File: src/rtl/pic_irq_sequencer.sv
// 8259-style interrupt sequencer: IRR capture, fully nested priority resolution,
// two-pulse INTA acknowledge, ISR set/clear (EOI, specific EOI, AEOI) and rotation.

module pic_irr_cell (
    input  logic clk,
    input  logic reset,
    input  logic ir,
    input  logic ir_prev,
    input  logic ltim,
    input  logic ack_clr,
    output logic irr
);
    // acknowledge clear beats both level reload and edge capture
    always_ff @(posedge clk or posedge reset) begin
        if (reset)                irr <= 1'b0;
        else if (ack_clr)         irr <= 1'b0;
        else if (ltim)            irr <= ir;
        else if (ir && !ir_prev)  irr <= 1'b1;
    end
endmodule

module pic_irq_sequencer #(
    parameter int N_IRQ = 8,
    parameter int ID_W  = 3
) (
    input  logic             clk,
    input  logic             reset,
    input  logic [N_IRQ-1:0] ir_in,
    input  logic             ltim,
    input  logic             aeoi,
    input  logic             rotate_aeoi,
    input  logic [N_IRQ-1:0] imr,
    input  logic [4:0]       vector_base,
    input  logic             inta_n,
    input  logic             eoi_valid,
    input  logic             eoi_specific,
    input  logic [ID_W-1:0]  eoi_id,
    input  logic             rotate_on_eoi,
    output logic             int_out,
    output logic [7:0]       vec_out,
    output logic             vec_valid,
    output logic [N_IRQ-1:0] irr,
    output logic [N_IRQ-1:0] isr,
    output logic [ID_W-1:0]  hp_id,
    output logic [ID_W-1:0]  highest_isr_id
);
    typedef enum logic [1:0] {IDLE, ACK1, ACK2} state_t;

    localparam logic [ID_W-1:0] SPURIOUS_ID = '1;

    state_t            state, state_nxt;
    logic [N_IRQ-1:0]  ir_prev;
    logic              inta_prev;
    logic [ID_W-1:0]   ack_id;
    logic              spurious;

    logic              inta_fall, inta_rise;
    logic              ack_start, vec_load, ack_done;

    logic [N_IRQ-1:0]   req;
    logic [2*N_IRQ-1:0] req_sh, isr_sh;
    logic [N_IRQ-1:0]   req_rot, isr_rot;
    logic [ID_W-1:0]    req_r, isr_r;
    logic               req_any, isr_any;
    logic               cand_valid;
    logic [ID_W-1:0]    cand_id;

    logic [N_IRQ-1:0]  ack_clr, aeoi_clr, eoi_clr, isr_nxt;
    logic [ID_W-1:0]   eoi_target, hp_nxt;
    logic              eoi_hit, aeoi_fire;

    assign inta_fall = inta_prev & ~inta_n;
    assign inta_rise = ~inta_prev & inta_n;

    genvar g;
    generate
        for (g = 0; g < N_IRQ; g++) begin : g_irr
            pic_irr_cell u_irr (
                .clk     (clk),
                .reset   (reset),
                .ir      (ir_in[g]),
                .ir_prev (ir_prev[g]),
                .ltim    (ltim),
                .ack_clr (ack_clr[g]),
                .irr     (irr[g])
            );
        end
    endgenerate

    // Rotate so that bit 0 is the current highest-priority line; the lowest
    // set bit of the rotated vector is then the winner's rank.
    assign req     = irr & ~imr;
    assign req_sh  = {req, req} >> hp_id;
    assign isr_sh  = {isr, isr} >> hp_id;
    assign req_rot = req_sh[N_IRQ-1:0];
    assign isr_rot = isr_sh[N_IRQ-1:0];
    assign req_any = |req_rot;
    assign isr_any = |isr_rot;

    always_comb begin
        req_r = '0;
        isr_r = '0;
        for (int j = N_IRQ - 1; j >= 0; j--) begin
            if (req_rot[j]) req_r = ID_W'(j);
            if (isr_rot[j]) isr_r = ID_W'(j);
        end
    end

    // fully nested: a request must strictly outrank every in-service level
    assign cand_valid     = req_any && (!isr_any || (req_r < isr_r));
    assign cand_id        = req_r + hp_id;
    assign highest_isr_id = isr_any ? (isr_r + hp_id) : '0;

    always_comb begin
        state_nxt = state;
        ack_start = 1'b0;
        vec_load  = 1'b0;
        ack_done  = 1'b0;
        case (state)
            IDLE: if (inta_fall) begin
                ack_start = 1'b1;
                state_nxt = ACK1;
            end
            ACK1: if (inta_fall) begin
                vec_load  = 1'b1;
                state_nxt = ACK2;
            end
            ACK2: if (inta_rise) begin
                ack_done  = 1'b1;
                state_nxt = IDLE;
            end
            default: state_nxt = IDLE;
        endcase
    end

    assign ack_clr    = (ack_start && cand_valid) ? (N_IRQ'(1) << cand_id) : '0;
    assign aeoi_fire  = ack_done && aeoi && !spurious;
    assign aeoi_clr   = aeoi_fire ? (N_IRQ'(1) << ack_id) : '0;
    assign eoi_target = eoi_specific ? eoi_id : highest_isr_id;
    assign eoi_hit    = eoi_valid && isr[eoi_target];
    assign eoi_clr    = eoi_hit ? (N_IRQ'(1) << eoi_target) : '0;
    assign isr_nxt    = (isr | ack_clr) & ~(aeoi_clr | eoi_clr);

    // EOI rotation overrides AEOI rotation when both land in one cycle
    always_comb begin
        hp_nxt = hp_id;
        if (eoi_hit && rotate_on_eoi)      hp_nxt = eoi_target + ID_W'(1);
        else if (aeoi_fire && rotate_aeoi) hp_nxt = ack_id + ID_W'(1);
    end

    always_ff @(posedge clk or posedge reset) begin
        if (reset) begin
            state     <= IDLE;
            inta_prev <= 1'b1;
            ir_prev   <= '0;
            isr       <= '0;
            hp_id     <= '0;
            int_out   <= 1'b0;
            ack_id    <= '0;
            spurious  <= 1'b0;
            vec_out   <= '0;
            vec_valid <= 1'b0;
        end else begin
            state     <= state_nxt;
            inta_prev <= inta_n;
            ir_prev   <= ir_in;
            isr       <= isr_nxt;
            hp_id     <= hp_nxt;
            int_out   <= (state_nxt == IDLE) && cand_valid;
            if (ack_start) begin
                ack_id   <= cand_valid ? cand_id : SPURIOUS_ID;
                spurious <= !cand_valid;
            end
            if (vec_load) begin
                vec_out   <= {vector_base, ack_id};
                vec_valid <= 1'b1;
            end else if (ack_done) begin
                vec_valid <= 1'b0;
            end
        end
    end
endmodule

File: config.mk
export PLATFORM = sky130hd
export DESIGN_NAME = pic_irq_sequencer
export DESIGN_NICKNAME = d
export VERILOG_FILES = /design/src/rtl/pic_irq_sequencer.sv
export SDC_FILE = /design/constraint.sdc
export NUM_CORES = 1
export LEC_CHECK = 0
export CAP_MARGIN = 20
export CORE_UTILIZATION = 65
export CTS_CLUSTER_SIZE = 40
export DETAILED_ROUTE_END_ITERATION = 6
export DONT_BUFFER_PORTS = 1
export PLACE_DENSITY = 0.91
export SLEW_MARGIN = 10
export SYNTH_ARGS = -nofsm -noshare
export SYNTH_HDL_FRONTEND = slang
export SYNTH_SLANG_ARGS = --single-unit
File: constraint.sdc
create_clock -name clk -period 15.6 [get_ports clk]
set_input_delay 2.34 -clock clk [delete_from_list [all_inputs] [get_ports clk]]
set_output_delay 2.34 -clock clk [all_outputs]
set_load 0.01 [all_outputs]
; Word level (Yosys, flattened, before mapping)
; Cells that the tools add are included.
[totals]
in_bits = 33
word_cells = 144
ff_bits = 44
[op_classes]
mux = 61
n_reduce_logical = 42
n_lt_le_gt_ge = 2
n_shift = 5
eq_ne = 2
n_bitwise = 10
n_addsub = 4
[op_table]
columns = operator, n
row1 = 3-bit 2-to-1 mux, 21
row2 = 1-bit 2-to-1 mux, 32
row3 = 16-bit by 3-bit right shift with 8-bit output, 2
row4 = 8-bit 2-to-1 mux, 3
row5 = 3-bit nonzero test, 8
row6 = 1-bit by 3-bit left shift with 8-bit output (first input constant), 3
row7 = 8-bit bitwise AND, 2
row8 = 1-bit logical AND, 16
row9 = 8-bit NOT, 2
row10 = 8-bit bitwise OR, 2
row11 = 8-bit OR reduction, 2
row12 = 1-bit zero test, 11
row13 = 3-bit by 1-bit adder with 3-bit output (second input constant), 2
row14 = 3-bit adder, 2
row15 = 2-bit 2-to-1 mux, 3
row16 = 2-bit one-hot mux with 3 select lines, 1
row17 = 2-bit zero test, 2
row18 = 3-bit by 4-bit less-than comparator with 1-bit output (second input constant), 1
row19 = 2-bit nonzero test, 2
row20 = 1-bit binary-select mux with 3-bit select, 1
row21 = 3-bit less-than comparator, 1
row22 = 1-bit bitwise AND, 2
row23 = 2-bit by 1-bit == test with 1-bit output (second input constant), 1
row24 = 2-bit == test (second input constant), 1
row25 = 2 further kinds, 3

; Logic depth before layout (Yosys ltp)
[depth]
depth_word = 19
ltp_mapped = 23
depth_no_buf = 21

; Cells and area by module
; From an unflattened synthesis, not the netlist that was laid out.
[hier_totals]
cells_unflattened = 423
hier_area_um2 = 3653.5
[by_module_without_submodules]
columns = module, area_per_inst_um2, cells_per_inst, seq_area_each_um2, instances
row1 = pic_irq_sequencer, 3223.1, 375, 902.1, 1
row2 = pic_irr_cell, 53.8, 6, 25.0, 8

; Worst setup path before layout
; No wires, ideal clock.
[synth_path]
kind = register -> output
start = register hp_id[1]
end = output port highest_isr_id[2]
n_path_buf = 2
path_stages_with_launch = 15
required_ps = 13260
arrival_time_ps = 3196
slack_ps = 10064
path_cell_list = dfrtp_1 -> buf_6 -> buf_6 -> mux2_2 -> or2_0 -> mux4_2 -> a31o_1 -> inv_1 -> ha_1 -> inv_1 -> fa_1 -> xor2_1 -> inv_1 -> a311oi_1 -> nor3_1
[synth_between]
elab_chain_cells = 11
[synth_lines]
columns = element, line_no
row1 = start: declaration, 44  ; output logic [ID_W-1:0] hp_id,
row2 = start signal: assignment, 168  ; hp_id <= hp_nxt;
row3 = 16-bit by 3-bit right shift with 8-bit output, 94  ; assign isr_sh = {isr, isr} >> hp_id;
row4 = 3-bit 2-to-1 mux (8 in a row), 105  ; if (isr_rot[j]) isr_r = ID_W'(j);
row5 = 3-bit adder, 112  ; assign highest_isr_id = isr_any ? (isr_r + hp_id) : '0;
row6 = 3-bit 2-to-1 mux *, 112
row7 = end: declaration, 45  ; output logic [ID_W-1:0] highest_isr_id
; Mark *: on every way between the ends. The rest lies on a longest branch, timed or not.

; Worst setup path after layout
; Same ends and word-level chain as after synthesis.

==> run_results.csv <==
group,metric,value,unit
setup_path,cp_common_cell,"inv_1",
die,die_area,5905,sq um
setup_path,cp_slowest_cell,"dfrtp_1",
yosys,postSynthCellCount,371,
detailed_routing,vias,3072,
yosys,yosysWarnings,0,
cts,numCtsBuffers,5,
setup_path,path_cells,"mux2i_1, a21oi_1, or2_0, mux4_2, a31o_1, inv_1, ha_1, inv_1, fa_1, xor2_1, inv_1, a311oi_1, nor3_1",
cts,clk_pin_slew,0.09,ns
setup_path,cp-end-kind,"primary output",
die,start_util,69.52,%
placement,routabilityCongestion,0.9610,
run_status,status,"finished clean",
yosys,synth_common_cells,"43 x dfrtp_1, 34 x a21oi_1, 26 x nor2_1",
timing,fmax,162.8,MHz
global_route,antenna_found_initial,0,
yosys,synth-async-reset-ratio,100.0,%
timing,rsz0062_at_grt,"false",
detailed_routing,dr.pass1.iters,5,
setup_path,cp_num_buf_inv,3,
detailed_routing,drt-met1-wl,3.430,mm
detailed_routing,topRoutingLayerUsed,"met4",
final_layout,fin_nets,394,
cts,clk_path_buf_depth,2,
yosys,synth_seq_area_share,30.27,%
yosys,synth_top_family_by_area,"multiplexers",
detailed_routing,ant_nets,0,
global_route,grt_pass1_wl,14.61,mm
setup_path,path_delay_family,"multiplexers",
final_layout,antenna_cells,0,
setup_path,crit_arrival,3.80,ns
yosys,synth_compound_area_share,19.62,%
timing,maxSlewHeadroom,34.39,%
global_route,grt_max_degree,45,
yosys,synthMuxAreaShare,22.89,%
cts,cts.repair.resized,0,
yosys,synth.avg_cell_area,9.814,sq um
setup_path,worst-setup-path-type,"reg2out",
yosys,ys_ff_latch,44,
yosys,synthAdderAreaFrac,2.818,%
timing,finalCritPeriodShare,39.38,%
placement,io_buffers,0,
yosys,synthSimpleGateAreaFrac,16.08,%
global_route,grt_usage,31.31,%
die,fp.dieH,76.85,microns
detailed_routing,wl_met2,4.403,mm
final_layout,layout.area.seq,1102,sq um
timing,clock_skew,0.009824,ns
timing,setup-violations-final,0,
global_route,first_global_vias,3003,
timing,setup_tns,0,ns
final_layout,multi_input_area,2280,sq um
setup_path,cp_max_fo,9,
cts,clk_latency,0.31,ns
cts,cts_hold_buf,0,
die,num_rows,26,
placement,dp_hpwl,6.555,mm
yosys,yosys.area_share.xor_xnor,1.203,%
yosys,ys.flop_type,"dfrtp_1",
global_route,grt-ovfl-total,0,
yosys,syn_area,3641,sq um
final_layout,syn2layout_area_growth,0.3435,%
final_layout,nFillCells,389,
final_layout,drive_gt1_share,16.90,%
yosys,synth_cell_types,71,
detailed_routing,via_per_inst,7.228,
die,fp.coreArea,5238,sq um
detailed_routing,wirelength,8.823,mm
timing,tightestPinTransition,0.9766,ns
yosys,synthTopCellsByArea,"dfrtp_1 30%, mux4_2 9.3%, mux2i_1 6.6%",
yosys,yosys.area.top_type,"dfrtp_1",
detailed_routing,drt_iter0_drc,305,
cts,clock-sinks,44,
setup_path,cp_slowest_stage_delay,0.56,ns
timing,drv_slew,0,
cts,cts.htree.levels,2,
cts,tritoncts,"built",
yosys,synth_edf_count,0,
yosys,synth_most_common_cell,"dfrtp_1",
die,die_w,76.85,microns
timing,hold_viol_final,0,
yosys,syn-num-nets,411,
timing,fin_crit,6.144,ns
die,io_pins,65,
cts,post_cts_buffers,0,
yosys,synth.top_cell.area_share,29.55,%
detailed_routing,met3_wirelength,754,microns
detailed_routing,wl_per_cell,20.76,microns
detailed_routing,route.detailed.drc,0,
setup_path,start_kind,"register",
setup_path,required,13.26,ns
min_path,hp-class,"reg2reg",
cts,ctsRootBufferMaster,"clkbuf_8",
flow_run,cap_viol_max_count,0,
[worst register-to-register path: cells and delay by family, from the launching register on]
family / cells / cell delay, ns
buffers and inverters: 3 / 0.22
DFF: 1 / 0.56
and+or+nand+nor: 4 / 0.82
AOI/OAI and AO/OA: 5 / 1.31
xor gates and xnor gates: 1 / 0.16
muxes: 4 / 1.56
adders and majority gates: 3 / 0.73
[per-layer routing]
metal / vias up / track usage, %
met5: - / 0
met4: 0 / 11.92
met3: 32 / 6.548
met2: 181 / 52.14
met1: 1510 / 39.97
li1: 1349 / -
[cells in the final DEF (no fill, tap or decap), types with 4 or more instances in the layout]
cell type	synthesis	layout
dfrtp_1	43	43
a21oi_1	34	34
nor2_1	26	26
mux2i_1	24	24
nand2_1	21	21
mux2_2	18	18
mux4_2	15	15
inv_1	14	14
nand2b_1	11	11
nor2b_1	11	11
o21ai_0	9	9
a21boi_0	9	9
a31oi_1	7	7
nand3_1	7	7
nor3_1	7	7
clkbuf_8	0	6
ha_1	5	5
nand3b_1	4	4
or2_1	4	4
a311oi_1	4	4
xor2_1	4	4
buf_4	11	4
[layout make-up]
type                    instances  area share, %
repair buffers                  4         0.8219
multi-input cells             284          62.40
well taps                      70          2.397
clock inverters                 2         0.4110
flip-flops and latches         44          30.17
clock buffers                   6          2.260
inverters                      15          1.541
[flip-flops by register name, summed over array words and instances, names as in the netlist, 2 cells and up]
register         flops
isr                  8
hp_id                3
ir_prev              8
state                2
vec_out              8
ack_id               3
g_irr.u_irr.irr      8
[per-stage QoR]
stage / area (sq um) / setup slack [ns] / hold slack, ns / utilization [%] / instances
4_1_cts: 3654 / 9.494 / 0.5325 / 69.76 / 425
3_3_place_gp: 3556 / 9.932 / 0.4994 / 67.89 / 417
2_1_floorplan: 3641 / 10.06 / 0.4554 / - / 371
3_5_place_dp: 3556 / 9.853 / 0.5170 / 67.89 / 417
5_1_grt: 3654 / 9.173 / 0.5545 / 69.76 / 425
6_report: 3654 / 9.456 / 0.5343 / 69.76 / 425
[final timing paths]
kind / from / slack (ns) / depth (start not counted) / to
worst max-delay path: hp_id[1] / 9.46 / 13 / highest_isr_id[2]
worst min-delay path: state[1] / 0.53 / 1 / state[0]
worst max register to register: hp_id[1] / 10.14 / 20 / hp_id[2]
worst min register to register: state[1] / 0.53 / 1 / state[0]
max in group asynchronous: reset / 13.17 / 2 / inta_prev
min in group asynchronous: reset / 2.06 / 2 / ack_id[1]
[kinds of logic after synthesis]
logic type | after synthesis
fa+ha+maj | 7
buf+inv | 43
mux | 60
simple gates | 110
xor+xnor | 5
compound gates | 102
flops | 44
Power is not shown: default switching activity piles up to over one toggle a cycle in this logic, so the estimate is an artifact.
